File: config.mk
export PLATFORM = sky130hd
export DESIGN_NAME = fifo_bus_arbiter_flat
export DESIGN_NICKNAME = d
export VERILOG_FILES = /design/src/rtl/fifo_bus_arbiter_if.sv /design/src/rtl/fifo_bus_arbiter.sv /design/src/flat_wrapper.sv
export SDC_FILE = /design/constraint.sdc
export NUM_CORES = 2
export LEC_CHECK = 0
export CELL_PAD_IN_SITES_DETAIL_PLACEMENT = 0
export CELL_PAD_IN_SITES_GLOBAL_PLACEMENT = 1
export CORE_ASPECT_RATIO = 0.6
export CORE_MARGIN = 3
export CORE_UTILIZATION = 35
export DETAILED_ROUTE_END_ITERATION = 10
export PLACE_DENSITY_LB_ADDON = 0.1
export SLEW_MARGIN = 20
export SYNTH_ARGS = -nofsm -noshare
export SYNTH_HDL_FRONTEND = slang
export SYNTH_SLANG_ARGS = --single-unit
File: constraint.sdc
create_clock -name clk -period 8.6 [get_ports clk]
set_clock_uncertainty 0.1 [all_clocks]
set_input_delay 1.72 -clock clk [delete_from_list [all_inputs] [get_ports clk]]
set_output_delay 1.72 -clock clk [all_outputs]
set_load 0.005 [all_outputs]
File: src/rtl/fifo_bus_arbiter_if.sv
`default_nettype none
// ============================================================================
// Module   : fifo_bus_arbiter_if
// Brief    : Request/grant bundle between the FDs and the per-FIFO arbiters.
// Revision : 1.0
// ============================================================================
interface fifo_bus_arbiter_if #(
  parameter int PORT_NUM = 14
);
  logic [PORT_NUM*PORT_NUM-1:0] req;
  logic [PORT_NUM-1:0]          fd_eop;
  logic [PORT_NUM-1:0]          fifo_full;
  logic [PORT_NUM*PORT_NUM-1:0] grant;
  logic [PORT_NUM-1:0]          fifo_busy;
  logic [PORT_NUM-1:0]          timeout;

  modport master (
    output req, fd_eop, fifo_full,
    input  grant, fifo_busy, timeout
  );

  modport slave (
    input  req, fd_eop, fifo_full,
    output grant, fifo_busy, timeout
  );
endinterface
`default_nettype wire

File: src/rtl/fifo_bus_arbiter.sv
`default_nettype none
// ============================================================================
// Module   : fifo_bus_arbiter
// Brief    : Per-FIFO round-robin, packet-locked arbiters driving the FD-major
//            bus-select grant vector. Optional watchdog: BUS_ARB_TIMEOUT_EN.
// Revision : 1.0
// ============================================================================
module fifo_bus_arbiter #(
  parameter int PORT_NUM    = 14,
  parameter int TIMEOUT_CYC = 1024
) (
  input wire logic           clk,
  input wire logic           rst,
  fifo_bus_arbiter_if.slave  bus
);

  localparam int       c_ptr_w   = (PORT_NUM > 1) ? $clog2(PORT_NUM) : 1;
  localparam bit [0:0] c_st_idle = 1'b0;
  localparam bit [0:0] c_st_busy = 1'b1;

  // (base + off) mod PORT_NUM, for off < PORT_NUM
  function automatic logic [c_ptr_w-1:0] f_wrap_add(
    input logic [c_ptr_w-1:0] base,
    input int                 off
  );
    int s;
    s = int'(base) + off;
    if (s >= PORT_NUM) s = s - PORT_NUM;
    return s[c_ptr_w-1:0];
  endfunction

`ifndef BUS_ARB_TIMEOUT_EN
  localparam int c_unused_timeout = TIMEOUT_CYC;
`endif

  genvar gy, gx;
  generate
    for (gy = 0; gy < PORT_NUM; gy++) begin : g_fifo
      logic [PORT_NUM-1:0] w_req_col;
      logic [PORT_NUM-1:0] r_owner;
      logic [PORT_NUM-1:0] w_owner_nxt;
      logic [c_ptr_w-1:0]  r_ptr;
      logic [c_ptr_w-1:0]  w_ptr_nxt;
      logic [0:0]          r_state;
      logic [0:0]          w_state_nxt;
      logic [c_ptr_w-1:0]  w_pick_idx;
      logic                w_found;
      logic                w_grant_go;
      logic                w_owner_eop;
      logic                w_expire;

      for (gx = 0; gx < PORT_NUM; gx++) begin : g_col
        assign w_req_col[gx]                  = bus.req[gx*PORT_NUM+gy];
        assign bus.grant[gx*PORT_NUM+gy]      = r_owner[gx];
      end

      // First requester at or above the pointer, wrapping modulo PORT_NUM.
      always_comb begin
        w_found    = 1'b0;
        w_pick_idx = '0;
        for (int i = 0; i < PORT_NUM; i++) begin
          if (!w_found && w_req_col[f_wrap_add(r_ptr, i)]) begin
            w_found    = 1'b1;
            w_pick_idx = f_wrap_add(r_ptr, i);
          end
        end
      end

      assign w_grant_go  = w_found && !bus.fifo_full[gy];
      assign w_owner_eop = |(r_owner & bus.fd_eop);

      always_ff @(posedge clk or posedge rst) begin
        if (rst) begin
          r_state <= c_st_idle;
          r_owner <= '0;
          r_ptr   <= '0;
        end else begin
          r_state <= w_state_nxt;
          r_owner <= w_owner_nxt;
          r_ptr   <= w_ptr_nxt;
        end
      end

      always_comb begin
        w_state_nxt = r_state;
        case (r_state)
          c_st_idle: if (w_grant_go)               w_state_nxt = c_st_busy;
          c_st_busy: if (w_owner_eop || w_expire)  w_state_nxt = c_st_idle;
          default:                                 w_state_nxt = c_st_idle;
        endcase
      end

      always_comb begin
        w_owner_nxt = r_owner;
        w_ptr_nxt   = r_ptr;
        case (r_state)
          c_st_idle: begin
            if (w_grant_go) begin
              w_owner_nxt = {{(PORT_NUM-1){1'b0}}, 1'b1} << w_pick_idx;
              w_ptr_nxt   = f_wrap_add(w_pick_idx, 1);
            end
          end
          c_st_busy: begin
            if (w_owner_eop || w_expire) w_owner_nxt = '0;
          end
          default: w_owner_nxt = '0;
        endcase
      end

      assign bus.fifo_busy[gy] = (r_state == c_st_busy);

`ifdef BUS_ARB_TIMEOUT_EN
      localparam int c_cnt_w = $clog2(TIMEOUT_CYC + 1);
      logic [c_cnt_w-1:0] r_cnt;
      logic               r_timeout;

      // Counter reads N after N BUSY edges; expiry releases on the TIMEOUT_CYC-th.
      assign w_expire = (r_state == c_st_busy) &&
                        (r_cnt == c_cnt_w'(TIMEOUT_CYC - 1));

      always_ff @(posedge clk or posedge rst) begin
        if (rst) begin
          r_cnt     <= '0;
          r_timeout <= 1'b0;
        end else begin
          r_timeout <= w_expire && !w_owner_eop;
          if (r_state == c_st_busy) r_cnt <= r_cnt + 1'b1;
          else                      r_cnt <= '0;
        end
      end

      assign bus.timeout[gy] = r_timeout;
`else
      assign w_expire        = 1'b0;
      assign bus.timeout[gy] = 1'b0;
`endif
    end
  endgenerate

endmodule
`default_nettype wire
File: src/flat_wrapper.sv
// flat-port wrapper written by rule: the top's interface ports become plain ports
module fifo_bus_arbiter_flat 
#(
  parameter int PORT_NUM    = 14,
  parameter int TIMEOUT_CYC = 1024
)
  (clk, rst, bus_req, bus_fd_eop, bus_fifo_full, bus_grant, bus_fifo_busy, bus_timeout);
  fifo_bus_arbiter_if #(.PORT_NUM(PORT_NUM)) bus_i ();
  input wire logic clk;
  input wire logic rst;
  input wire logic [$bits(bus_i.req)-1:0] bus_req;
  input wire logic [$bits(bus_i.fd_eop)-1:0] bus_fd_eop;
  input wire logic [$bits(bus_i.fifo_full)-1:0] bus_fifo_full;
  output wire logic [$bits(bus_i.grant)-1:0] bus_grant;
  output wire logic [$bits(bus_i.fifo_busy)-1:0] bus_fifo_busy;
  output wire logic [$bits(bus_i.timeout)-1:0] bus_timeout;
  assign bus_i.req = bus_req;
  assign bus_i.fd_eop = bus_fd_eop;
  assign bus_i.fifo_full = bus_fifo_full;
  assign bus_grant = bus_i.grant;
  assign bus_fifo_busy = bus_i.fifo_busy;
  assign bus_timeout = bus_i.timeout;
  fifo_bus_arbiter #(.PORT_NUM(PORT_NUM), .TIMEOUT_CYC(TIMEOUT_CYC)) u_core (.clk(clk), .rst(rst), .bus(bus_i));
endmodule
; ---- After elaboration in Yosys (flattened, before gate mapping)
; Cells that the tools add are included.
[word_totals]
ff_bits = 266
latchBits = 0
ram_bits = 0
mem_bits_ro = 0
input_bits = 226
output_inout_bits = 224
elab_cells = 2436
n_memories = 0
[classes]
n_addsub = 406
mul = 0
div_mod_pow = 0
n_lt_le_gt_ge = 406
n_eq_ne = 28
shift = 14
mux = 1078
bitwise_logic = 28
reduce_logical = 434
[ops]
columns = operator, count
row1 = 2-to-1 mux 4 bit, 406
row2 = greater-or-equal comparator 5 x 4 -> 1 bit (second input constant), 196
row3 = less-than comparator 4 x 5 -> 1 bit (second input constant), 196
row4 = binary-select mux 1 bit (select 4 bit), 196
row5 = subtractor 4 x 2 -> 4 bit (second input constant), 196
row6 = adder 4 x 4 -> 5 bit (second input constant), 84
row7 = 2-to-1 mux 1 bit, 420
row8 = 2-to-1 mux 14 bit, 28
row9 = one-hot mux 14 bit (2 select lines), 14
row10 = adder 4 x 3 -> 5 bit (second input constant), 56
row11 = AND 14 bit, 14
row12 = logical AND 1 bit, 196
row13 = zero test 1 bit, 196
row14 = OR reduction 14 bit, 14
row15 = left shift 1 x 4 -> 14 bit (first input constant), 14
row16 = adder 4 x 1 -> 5 bit (second input constant), 28
row17 = adder 4 x 2 -> 5 bit (second input constant), 28
row18 = greater-or-equal comparator 4 bit (second input constant), 14
row19 = AND reduction 2 bit, 28
row20 = subtractor 4 bit (second input constant), 14
row21 = inequality test 2 x 1 -> 1 bit (second input constant), 14
row22 = inequality test 2 bit (second input constant), 14
row23 = one-hot mux 1 bit (2 select lines), 14
row24 = NOT 1 bit, 14

; ---- Depth between registers and ports, before layout
[depth]
ltp_word = 47
depth_mapped = 30

; ---- Least setup slack after synthesis
; Ideal clock, no wire load.
[synth_path]
kind = reg-to-reg
start = register u_core.g_fifo[10].r_ptr[0]
end = register u_core.g_fifo[10].r_ptr[1]
setup_time_ns = 0.125
arrival_time_ns = 6.583
setup_slack_ns = 1.792
path_stages_with_launch = 30
path_buffers = 6
synth_period_minus_slack_ns = 6.808
path_cell_list = dfrtp_1 > buf_2 > buf_1 > buf_2 > inv_1 > ha_1 > clkbuf_1 > inv_1 > clkbuf_1 > ha_1 > clkbuf_1 > nor2_1 > a21oi_1 > xnor2_1 > mux4_2 > mux2i_1 > nor2b_1 > o221ai_1 > o311ai_0 > a22oi_1 > a31oi_1 > inv_1 > ha_1 > ha_1 > ha_1 > a21oi_1 > nand2b_1 > o311a_1 > xnor2_1 > o21ai_1
[synth_between]
elab_chain_len = 47
[synth_lines]
columns = item, line_no
row1 = start: declaration, fifo_bus_arbiter.sv:42  ; logic [c_ptr_w-1:0] r_ptr;
row2 = start signal: assignment, fifo_bus_arbiter.sv:80  ; r_ptr <= w_ptr_nxt;
row3 = branches (longest 47 deep; another with adder 4 x 1 -> 5 bit), -
; Parallel ways; which one is timed is not known. The select of a mux whose other input is x is not followed.
; A chain may end at the register's enable or synchronous reset.

; ---- Final worst setup path
[layout_path]
start = register u_core.g_fifo[13].r_ptr[0]
end = register u_core.g_fifo[13].r_ptr[1]
[layout_between]
elab_chain_len = 47
[layout_lines]
columns = item, line_no
row1 = start: declaration, fifo_bus_arbiter.sv:42
row2 = start signal: assignment, fifo_bus_arbiter.sv:80
row3 = branches (longest 47 deep; another with adder 4 x 1 -> 5 bit), -
; Parallel ways; which one is timed is not known. The select of a mux whose other input is x is not followed.

==> run summary <==
Crit path required time = 8.95 ns
CP peak stage delay = 0.68 ns
crit-path max FO = 13
aggregate global-route resource usage = 28.7%
initial antenna violation count = 6
Longest Clk Path Bufs = 3
1st-iter DRT viols = 8,210
layout cells sized above 1 = 11.4%
Die H = 339 um
CTS tree = built
Post-synth EDFFs = 0
CTS buffer count = 38
Fin Setup TNS = 0 ns
period utilisation layout = 89.9%
HPWL Detailed = 231,000 um
Critical Path Slowest Stage Cell = a221oi_1
sequential share of the synthesized area = 10.3%
Syn. warnings = 0
Slew HR = 23.6%
hold path depth = 2
Reg-to-Reg Start = u_core.g_fifo[13].r_ptr[0]
Finished Core Util = 39.9%
Area Growth Syn to Fin = 12.7%
Die X = 560 um
WL per Instance = 26.3 um
Final Max Tran Viols = 0
ys async rst share = 100%
DR vias = 70,100
worst-margin pin slew = 1.13 ns
Worst Hold Launch = u_core.g_fifo[0].r_ptr[3]
Mapped Avg Cell Area = 7.83 sq um
Setup violations, final = 0
reg2reg end = u_core.g_fifo[13].r_ptr[1]
Final Non-Filler Cells = 11,000
f_max = 129 MHz
Root Buffer = clkbuf_16
Synth area leader = mux2i_1
GP Congestion = 0.996
CP Cell Sequence = ha_1, xnor2_1, inv_1, ha_1, a21boi_0, a311oi_1, xnor2_1, mux4_2, nor2b_1, nor2_1, nor3b_1, o211a_1, o22ai_1, a21oi_1, a221oi_1, inv_1, ha_1, ha_1, nor2b_1, a21oi_1, nor4_1, o311ai_1, o211ai_1
Distinct cells, synth = 151
CP bufs+invs = 2
fillers = 18,700
CP arrival = 8.08 ns
final hold vios = 0
CP Capture Type = flip-flop
CORE AREA = 0.182 sq mm
# resized after CTS = 0
unrepaired setup endpoints after global routing = no
vias in the first global route = 63,400
clock latency on the worst-skew pair = 0.60 ns
cell mode on critical path = ha_1
Ports = 450
FF+latch count, synth = 266
CTS H-tree depth = 2
min cycle time layout = 7.73 ns
cell with the most instances after synthesis = mux2i_1
hold_buf cts = 0
Gate Count Post-Synth = 8,240
Routed Antenna Nets = 0
outcome = finished, final reports clean
Worst Reg-to-Reg Cells = 23
largest net degree at the start of global routing = 134
DRT Wirelength = 289,000 um
Hold Path End = u_core.g_fifo[0].r_ptr[3]
FF-to-FF setup slack = 0.87 ns
post-synthesis instance area = 0.0645 sq mm
PortBufs = 435
Num Clock Sinks = 266
site row count = 121
Avg Vias per Cell = 6.37
gr ovfl total = 0
cell types occupying the most area after synthesis = mux2i_1, dfrtp_1, ha_1, mux2_2, a21oi_1
placed insts = 10,900
Synth Flop Type = dfrtp_1
die footprint = 0.190 sq mm
startpoint types = flip-flop
final worst slack = 0.867 ns
first-pass GRT wire length = 428,000 um
Hold Crit Class = flip-flop to flip-flop
Post-CTS Setup Bufs = 0
Setup CP Type = flip-flop to flip-flop
final net count = 9,161
Initial Util = 35.4%
drt drc = 0
cell family with most CP delay = compound AO/OA/AOI/OAI gates
Clk pin slew, worst setup/hold paths = 0.05 ns
Max-Cap Viols = 0
post-synth top area share = 11.1%
post-place setup slack = 1.08 ns
drt pass-1 iters = 6
Post-synth top cells = mux2i_1, nor2_1, nand2_1, a21oi_1, o21ai_0
cells by family after synthesis:
group / Yosys count / synth area share (%)
compound gates: 2792 / 31.1
simple gates: 2585 / 20.4
mux: 1106 / 20.0
buf+inv: 766 / 5.15
fa+ha+maj: 419 / 8.29
xor+xnor: 305 / 4.61
flops: 266 / 10.3
other cells: 1 / 0.00581
routing by layer:
| metal | vias to the layer above | routed length [um] | track usage (%) |
|---|---|---|---|
| met2 | 3337 | 108000 | 37.6 |
| met1 | 34300 | 145000 | 46.2 |
| met4 | 2 | 7060 | 6.30 |
| met3 | 267 | 28900 | 6.14 |
| li1 | 32100 | - | - |
| met5 | - | 6 | 0 |
stage by stage:
step | cell area, sq um | hold WS, ns
after floorplan | 64600 | 0.385
after global placement | 71400 | 0.390
after detailed placement | 71400 | 0.370
after CTS | 72700 | 0.383
after global routing | 72700 | 0.395
final | 72700 | 0.384
worst reg2reg max path, stage by stage (launching register included):
cell and delay (ns):
dfrtp_2 0.43, ha_1 0.59, xnor2_1 0.22, inv_1 0.20
ha_1 0.42, a21boi_0 0.39, a311oi_1 0.11, xnor2_1 0.67
mux4_2 0.41, nor2b_1 0.20, nor2_1 0.63, nor3b_1 0.20
o211a_1 0.28, o22ai_1 0.15, a21oi_1 0.07, a221oi_1 0.68
inv_1 0.19, ha_1 0.29, ha_1 0.34, nor2b_1 0.15
a21oi_1 0.26, nor4_1 0.11, o311ai_1 0.35, o211ai_1 0.14
layout by cell type, fill, tap and decap left out, types with 49 or more instances in the layout:
cell type	instances
mux4_2	112
and2_1	79
a22oi_1	75
nor2_1	637
o21ai_0	435
a31oi_1	129
mux2i_1	715
or2_2	68
a21boi_0	53
nor3_1	188
nand2b_1	152
a211oi_1	126
ha_1	405
xnor2_1	256
dfrtp_1	258
buf_4	167
nand3_1	204
o31ai_1	59
o211ai_1	114
inv_1	348
nor2b_1	146
or3_1	57
nand2_1	635
a211o_1	56
a22o_1	178
clkdlybuf4s50_1	421
o22ai_1	52
mux2_2	256
a221oi_1	79
a21oi_1	542
nand3b_1	56
and3_1	67
o21a_1	62
a21o_1	117
o21ai_1	49
area by class of cell:
class                           instances  area [sq um]  area share (%)
Inverter                              385          1450            1.99
Multi-Input combinational cell       7221         54600            75.1
Antenna cell                            2          5.00         0.00689
Clock inverter                         15           181           0.250
Sequential cell                       266          6670            9.17
Timing Repair Buffer                  604          5580            7.67
Tap cell                             2460          3080            4.23
Clock buffer                           54          1140            1.58
worst max path at each step:
stage	cells past startpoint	start	end	slack (ns)
floorplan	29	u_core.g_fifo[10].r_ptr[0]	u_core.g_fifo[10].r_ptr[1]	1.79
global placement	19	bus_req[139]	u_core.g_fifo[13].r_ptr[1]	1.11
detailed placement	19	bus_req[139]	u_core.g_fifo[13].r_ptr[1]	1.08
CTS	23	u_core.g_fifo[13].r_ptr[0]	u_core.g_fifo[13].r_ptr[1]	1.12
global route	23	u_core.g_fifo[13].r_ptr[0]	u_core.g_fifo[13].r_ptr[1]	0.38
finish	23	u_core.g_fifo[13].r_ptr[0]	u_core.g_fifo[13].r_ptr[1]	0.87
flip-flops by register name (all words and copies together), names as in the netlist:
| signal | cells |
|---|---|
| u_core.g_fifo.r_owner | 196 |
| u_core.g_fifo.r_state | 14 |
| u_core.g_fifo.r_ptr | 56 |
Power is not shown: default switching activity piles up to over one toggle a cycle in this logic, so the estimate is an artifact.
